## src/rtl/c17_test_pkg.sv

```systemverilog
// c17_test_pkg: shared FSM state type, widths and c17 pin bit positions
package c17_test_pkg;
  typedef enum logic [1:0] {IDLE, APPLY, SAMPLE, DONE} state_t;
  localparam int PAT_W = 5;
  localparam int RESP_W = 2;
  localparam int NUM_PAT = 32;
  localparam int B_N1 = 4;
  localparam int B_N2 = 3;
  localparam int B_N3 = 2;
  localparam int B_N6 = 1;
  localparam int B_N7 = 0;
  localparam int R_N22 = 1;
  localparam int R_N23 = 0;
endpackage

```

## src/rtl/c17_golden_model.sv

```systemverilog
// c17_golden_model: combinational c17 reference; pat_i {N1,N2,N3,N6,N7} -> resp_o {N22,N23}
module c17_golden_model
  import c17_test_pkg::*;
(
  input  logic [PAT_W-1:0]  pat_i,
  output logic [RESP_W-1:0] resp_o
);
  logic n10, n11, n16, n19;
  always_comb begin
    n10 = ~(pat_i[B_N1] & pat_i[B_N3]);
    n11 = ~(pat_i[B_N3] & pat_i[B_N6]);
    n16 = ~(pat_i[B_N2] & n11);
    n19 = ~(n11 & pat_i[B_N7]);
    resp_o = '0;
    resp_o[R_N22] = ~(n10 & n16);
    resp_o[R_N23] = ~(n16 & n19);
  end
endmodule

```

## src/rtl/c17_pattern_tester.sv

```systemverilog
// c17_pattern_tester: exhaustive c17 tester; clk/rst/start in, pat_o to CUT, resp_i from CUT, busy/done/pass/fail_count/first_fail out
module c17_pattern_tester
  import c17_test_pkg::*;
#(
  parameter int SETTLE = 1
) (
  input  logic              clk,
  input  logic              rst,
  input  logic              start,
  output logic [PAT_W-1:0]  pat_o,
  input  logic [RESP_W-1:0] resp_i,
  output logic              busy,
  output logic              done,
  output logic              pass,
  output logic [5:0]        fail_count,
  output logic [PAT_W-1:0]  first_fail
);
  state_t state_q, state_d;
  logic [3:0] cnt_q, cnt_d;
  logic [PAT_W-1:0] pat_q, pat_d, first_q, first_d;
  logic [5:0] fail_q, fail_d;
  logic pass_q, pass_d;
  logic [RESP_W-1:0] exp_resp;
  logic miss, last;
  c17_golden_model u_gold (.pat_i(pat_q), .resp_o(exp_resp));
  assign miss = exp_resp != resp_i;
  assign last = pat_q == PAT_W'(NUM_PAT - 1);
  always_comb begin
    state_d = state_q;
    cnt_d = cnt_q;
    pat_d = pat_q;
    fail_d = fail_q;
    first_d = first_q;
    pass_d = pass_q;
    case (state_q)
      IDLE, DONE: if (start) begin
        state_d = APPLY;
        cnt_d = '0;
        pat_d = '0;
        fail_d = '0;
        first_d = '0;
        pass_d = 1'b0;
      end
      APPLY: begin
        state_d = (cnt_q == 4'(SETTLE - 1)) ? SAMPLE : APPLY;
        cnt_d = (cnt_q == 4'(SETTLE - 1)) ? 4'd0 : cnt_q + 4'd1;
      end
      SAMPLE: begin
        fail_d = fail_q + 6'(miss);
        first_d = (miss && fail_q == 6'd0) ? pat_q : first_q;
        state_d = last ? DONE : APPLY;
        pat_d = last ? pat_q : pat_q + PAT_W'(1);
        pass_d = last && fail_d == 6'd0;
      end
      default: state_d = IDLE;
    endcase
  end
  always_ff @(posedge clk) begin
    if (rst) begin
      state_q <= IDLE;
      cnt_q <= '0;
      pat_q <= '0;
      fail_q <= '0;
      first_q <= '0;
      pass_q <= 1'b0;
    end else begin
      state_q <= state_d;
      cnt_q <= cnt_d;
      pat_q <= pat_d;
      fail_q <= fail_d;
      first_q <= first_d;
      pass_q <= pass_d;
    end
  end
  assign pat_o = pat_q;
  assign busy = state_q == APPLY || state_q == SAMPLE;
  assign done = state_q == DONE;
  assign pass = pass_q;
  assign fail_count = fail_q;
  assign first_fail = first_q;
endmodule

```

## config.mk

```make
export PLATFORM = sky130hd
export DESIGN_NAME = c17_pattern_tester
export DESIGN_NICKNAME = d
export VERILOG_FILES = /design/src/rtl/c17_test_pkg.sv /design/src/rtl/c17_golden_model.sv /design/src/rtl/c17_pattern_tester.sv
export SDC_FILE = /design/constraint.sdc
export NUM_CORES = 1
export LEC_CHECK = 0
export CORE_MARGIN = 4
export CORE_UTILIZATION = 47
export CTS_CLUSTER_DIAMETER = 30
export DETAILED_ROUTE_END_ITERATION = 10
export PLACE_DENSITY_LB_ADDON = 0.12
export SLEW_MARGIN = 20
export SYNTH_ARGS = -nofsm -noshare
export SYNTH_HDL_FRONTEND = slang
export SYNTH_SLANG_ARGS = --single-unit
```

## constraint.sdc

```tcl
create_clock -name clk -period 1.8 [get_ports clk]
set_clock_uncertainty 0.1 [all_clocks]
set_input_delay 0.18 -clock clk [delete_from_list [all_inputs] [get_ports clk]]
set_output_delay 0.18 -clock clk [all_outputs]
set_load 0.02 [all_outputs]
```

==> flow_metrics.env <==
export IMPL_ctsHoldBuffers=0
export IMPL_grt_pass1_wl_um=5710
export IMPL_fmax_ghz=0.540
export IMPL_grt_pass1_vias=1273
export IMPL_avgSynthCellArea_um2=8.27
export IMPL_synth_distinct_cells=40
export IMPL_yosys_top_cells_count="dfxtp_1, nor2_1, inv_1, clkbuf_1, ha_1"
export IMPL_nets=220
export IMPL_diodes=0
export IMPL_synth_edf_count=0
export IMPL_cp_end_kind="flop"
export IMPL_worstPathRequired_ns=1.94
export IMPL_numCtsBuffers=3
export IMPL_design_area_mm2=0.00203
export IMPL_finalSetupViolCount=2
export IMPL_violations="negative setup slack"
export IMPL_dr_total_vias=1366
export IMPL_grt_overflow_total=0
export IMPL_post_drt_wl_per_cell_um=16.3
export IMPL_clk_pin_slew_ns=0.14
export IMPL_cp_top_family="buffers and inverters"
export IMPL_async_reset_ff_share_pct=0
export IMPL_ys_flop_type="dfxtp_1"
export IMPL_io_pins=24
export IMPL_cts_root_buf="clkbuf_4"
export IMPL_slowest_stage="dfxtp_2"
export IMPL_multi_input_area_mm2=0.00102
export IMPL_row_count=19
export IMPL_worstPathArrival_ns=1.99
export IMPL_dpl_cell_area_mm2=0.00181
export IMPL_nFillCells=198
export IMPL_drive_above_1_share_pct=39.5
export IMPL_h_tree_depth=1
export IMPL_core_area_mm2=0.00276
export IMPL_yosysTopAreaCell="dfxtp_1"
export IMPL_area_growth_pct=50.6
export IMPL_cts_sinks=23
export IMPL_antenna_found_initial=0
export IMPL_fin_cells=236
export IMPL_hold_class="reg2reg"
export IMPL_gp_congestion=0.817
export IMPL_dr_pass1_iters=4
export IMPL_critPathMaxFanout=8
export IMPL_rsz0062_at_grt="true"
export IMPL_clockBufferDepth=2
export IMPL_dieArea_mm2=0.00379
export IMPL_synth_nets=177
export IMPL_cp_common_cell="buf_4"
export IMPL_outcome="finished with violations"
export IMPL_layout_min_cycle_time_ns=1.85
export IMPL_yosysWarnings=0
export IMPL_drc_errors=0
export IMPL_ant_nets=0
export IMPL_io_buffers=23
export IMPL_ff_latch_area_um2=479
export IMPL_viasPerCell=5.79
export IMPL_critical_path_buf_inv_count=3
export IMPL_maxCapViolCount=0
export IMPL_power_density_mw_per_mm2=599
export IMPL_synth_cell_area_mm2=0.00135
export IMPL_slew_headroom_pct=63.1
export IMPL_min_period_over_period_pct=103
export IMPL_synthTopCellsByArea="dfxtp_1, ha_1, nor2_1"
export IMPL_criticalPathCategory="reg2reg"
export IMPL_p_leak_nw=0.743
export IMPL_grt_max_degree=27
export IMPL_netlist_area_leader_share_pct=34.1
export IMPL_track_usage_pct=19.7
export IMPL_dpl_cell_count=231
export IMPL_vdd_drop_max_mv=0.443
export IMPL_start_kind="flop"
export IMPL_die_height_um=61.6
export IMPL_setup_slack_ns=-0.0505
export IMPL_pre_cts_slack_ns=-0.329
export IMPL_ys_ff_latch=23
export IMPL_seq_area_frac_synth_pct=34.1
export IMPL_final_max_slew_viol_count=0
export IMPL_insertion_delay_ns=0.32
export IMPL_drt_wl_total_um=3850
export IMPL_crit_path_max_incr_delay_ns=0.35
export IMPL_final_setup_tns_ns=-0.0844
export IMPL_initial_utilization_pct=48.9
export IMPL_dp_hpwl_um=2490
export IMPL_tightest_slew_ns=0.553
export IMPL_die_x_um=61.6
export IMPL_first_iter_violations=66
export IMPL_hold_violations=0
export IMPL_synthCells=163
export IMPL_cp_cell_sequence="inv_1 -> ha_2 -> nor2b_1 -> buf_4 -> nor2_2 -> buf_4 -> nand2_1 -> a311oi_1"
export IMPL_hold_ws_ns=0.384
export IMPL_cts_tree="done"
per-stage QoR:
step                      util, %  power, W
after floorplan                 -  0.000761
after global placement       65.8  0.000915
after detailed placement     65.8  0.000920
after CTS                    68.5   0.00117
after global routing         73.7   0.00128
final                        73.7   0.00122
tightest hold or removal path: cells and delay by family (launching register included):
kind | cells | cell delay [ns]
AOI/OAI and AO/OA | 1 | 0.07
buffers and inverters | 1 | 0.04
DFF | 1 | 0.33
power breakdown:
group | total (W) | internal, W | switching, W
Sequential | 0.000523 | 0.000516 | 0.00000667
Combinational | 0.000437 | 0.000190 | 0.000248
Clock | 0.000256 | 0.0000867 | 0.000169
Total | 0.00122 | 0.000792 | 0.000424
flip-flops by register name, summed over array words and instances, names as in the netlist:
register    count
first_fail      5
fail_count      6
state_q         2
pass            1
cnt_q           4
pat_o           5
path summary, 6_finish.rpt:
check / endpoint / start / slack (ns) / cells after the start
max: fail_count[4]$_SDFFE_PP0P_ / state_q[0]$_SDFFE_PP0P_ / -0.05 / 8
min: first_fail[1]$_SDFFE_PP0P_ / first_fail[1]$_SDFFE_PP0P_ / 0.38 / 2
max reg2reg: fail_count[4]$_SDFFE_PP0P_ / state_q[0]$_SDFFE_PP0P_ / -0.05 / 8
min reg2reg: first_fail[1]$_SDFFE_PP0P_ / first_fail[1]$_SDFFE_PP0P_ / 0.38 / 2
cell usage in the layout, fill, tap and decap left out, drive strengths merged, types with 2 or more instances in the layout:
master	synthesis	routed
buf	2	26
nor2	23	23
dfxtp	23	23
clkdlybuf4s50	0	21
inv	10	10
ha	9	9
nand2	8	8
nand3	8	8
nor3	7	7
a22oi	7	7
o21ai	7	7
nand2b	6	6
a21oi	4	4
clkbuf	9	4
o32ai	3	3
xnor2	3	3
a2bb2oi	3	3
a21o	2	2
and3	2	2
nor2b	2	2
mux2i	2	2
a32oi	2	2
a22o	2	2
a31oi	2	2
nand3b	2	2
a311oi	2	2
final cells by class:
class / instances / area share, %
well taps: 31 / 1.91
flip-flops and latches: 23 / 23.6
inverters: 10 / 1.85
clock buffers: 4 / 1.29
multi-input cells: 119 / 50.4
repair buffers: 49 / 20.9
metal layers:
metal / vias up / part of all wire, % / global-route usage (%)
li1: 670 / - / -
met1: 650 / 44 / 27.0
met2: 36 / 51 / 31.7
met3: 10 / 3.0 / 2.73
met4: 0 / 2.0 / 6.97
met5: - / 0 / 0
timing repair:
| item | 4_1_cts | 5_1_grt |
|---|---|---|
| setup endpoints to repair | 15 | 19 |
| gates resized for setup | 13 | 31 |
| setup buffers | 2 | 0 |
| pin swaps | 4 | 13 |
kinds of logic after synthesis:
| group | synth area share (%) |
|---|---|
| simple gates | 22.6 |
| mux | 1.48 |
| buf+inv | 6.03 |
| flops | 34.1 |
| compound gates | 25.4 |
| xor+xnor | 1.95 |
| fa+ha+maj | 8.35 |
(Power assumes the default switching activity.)
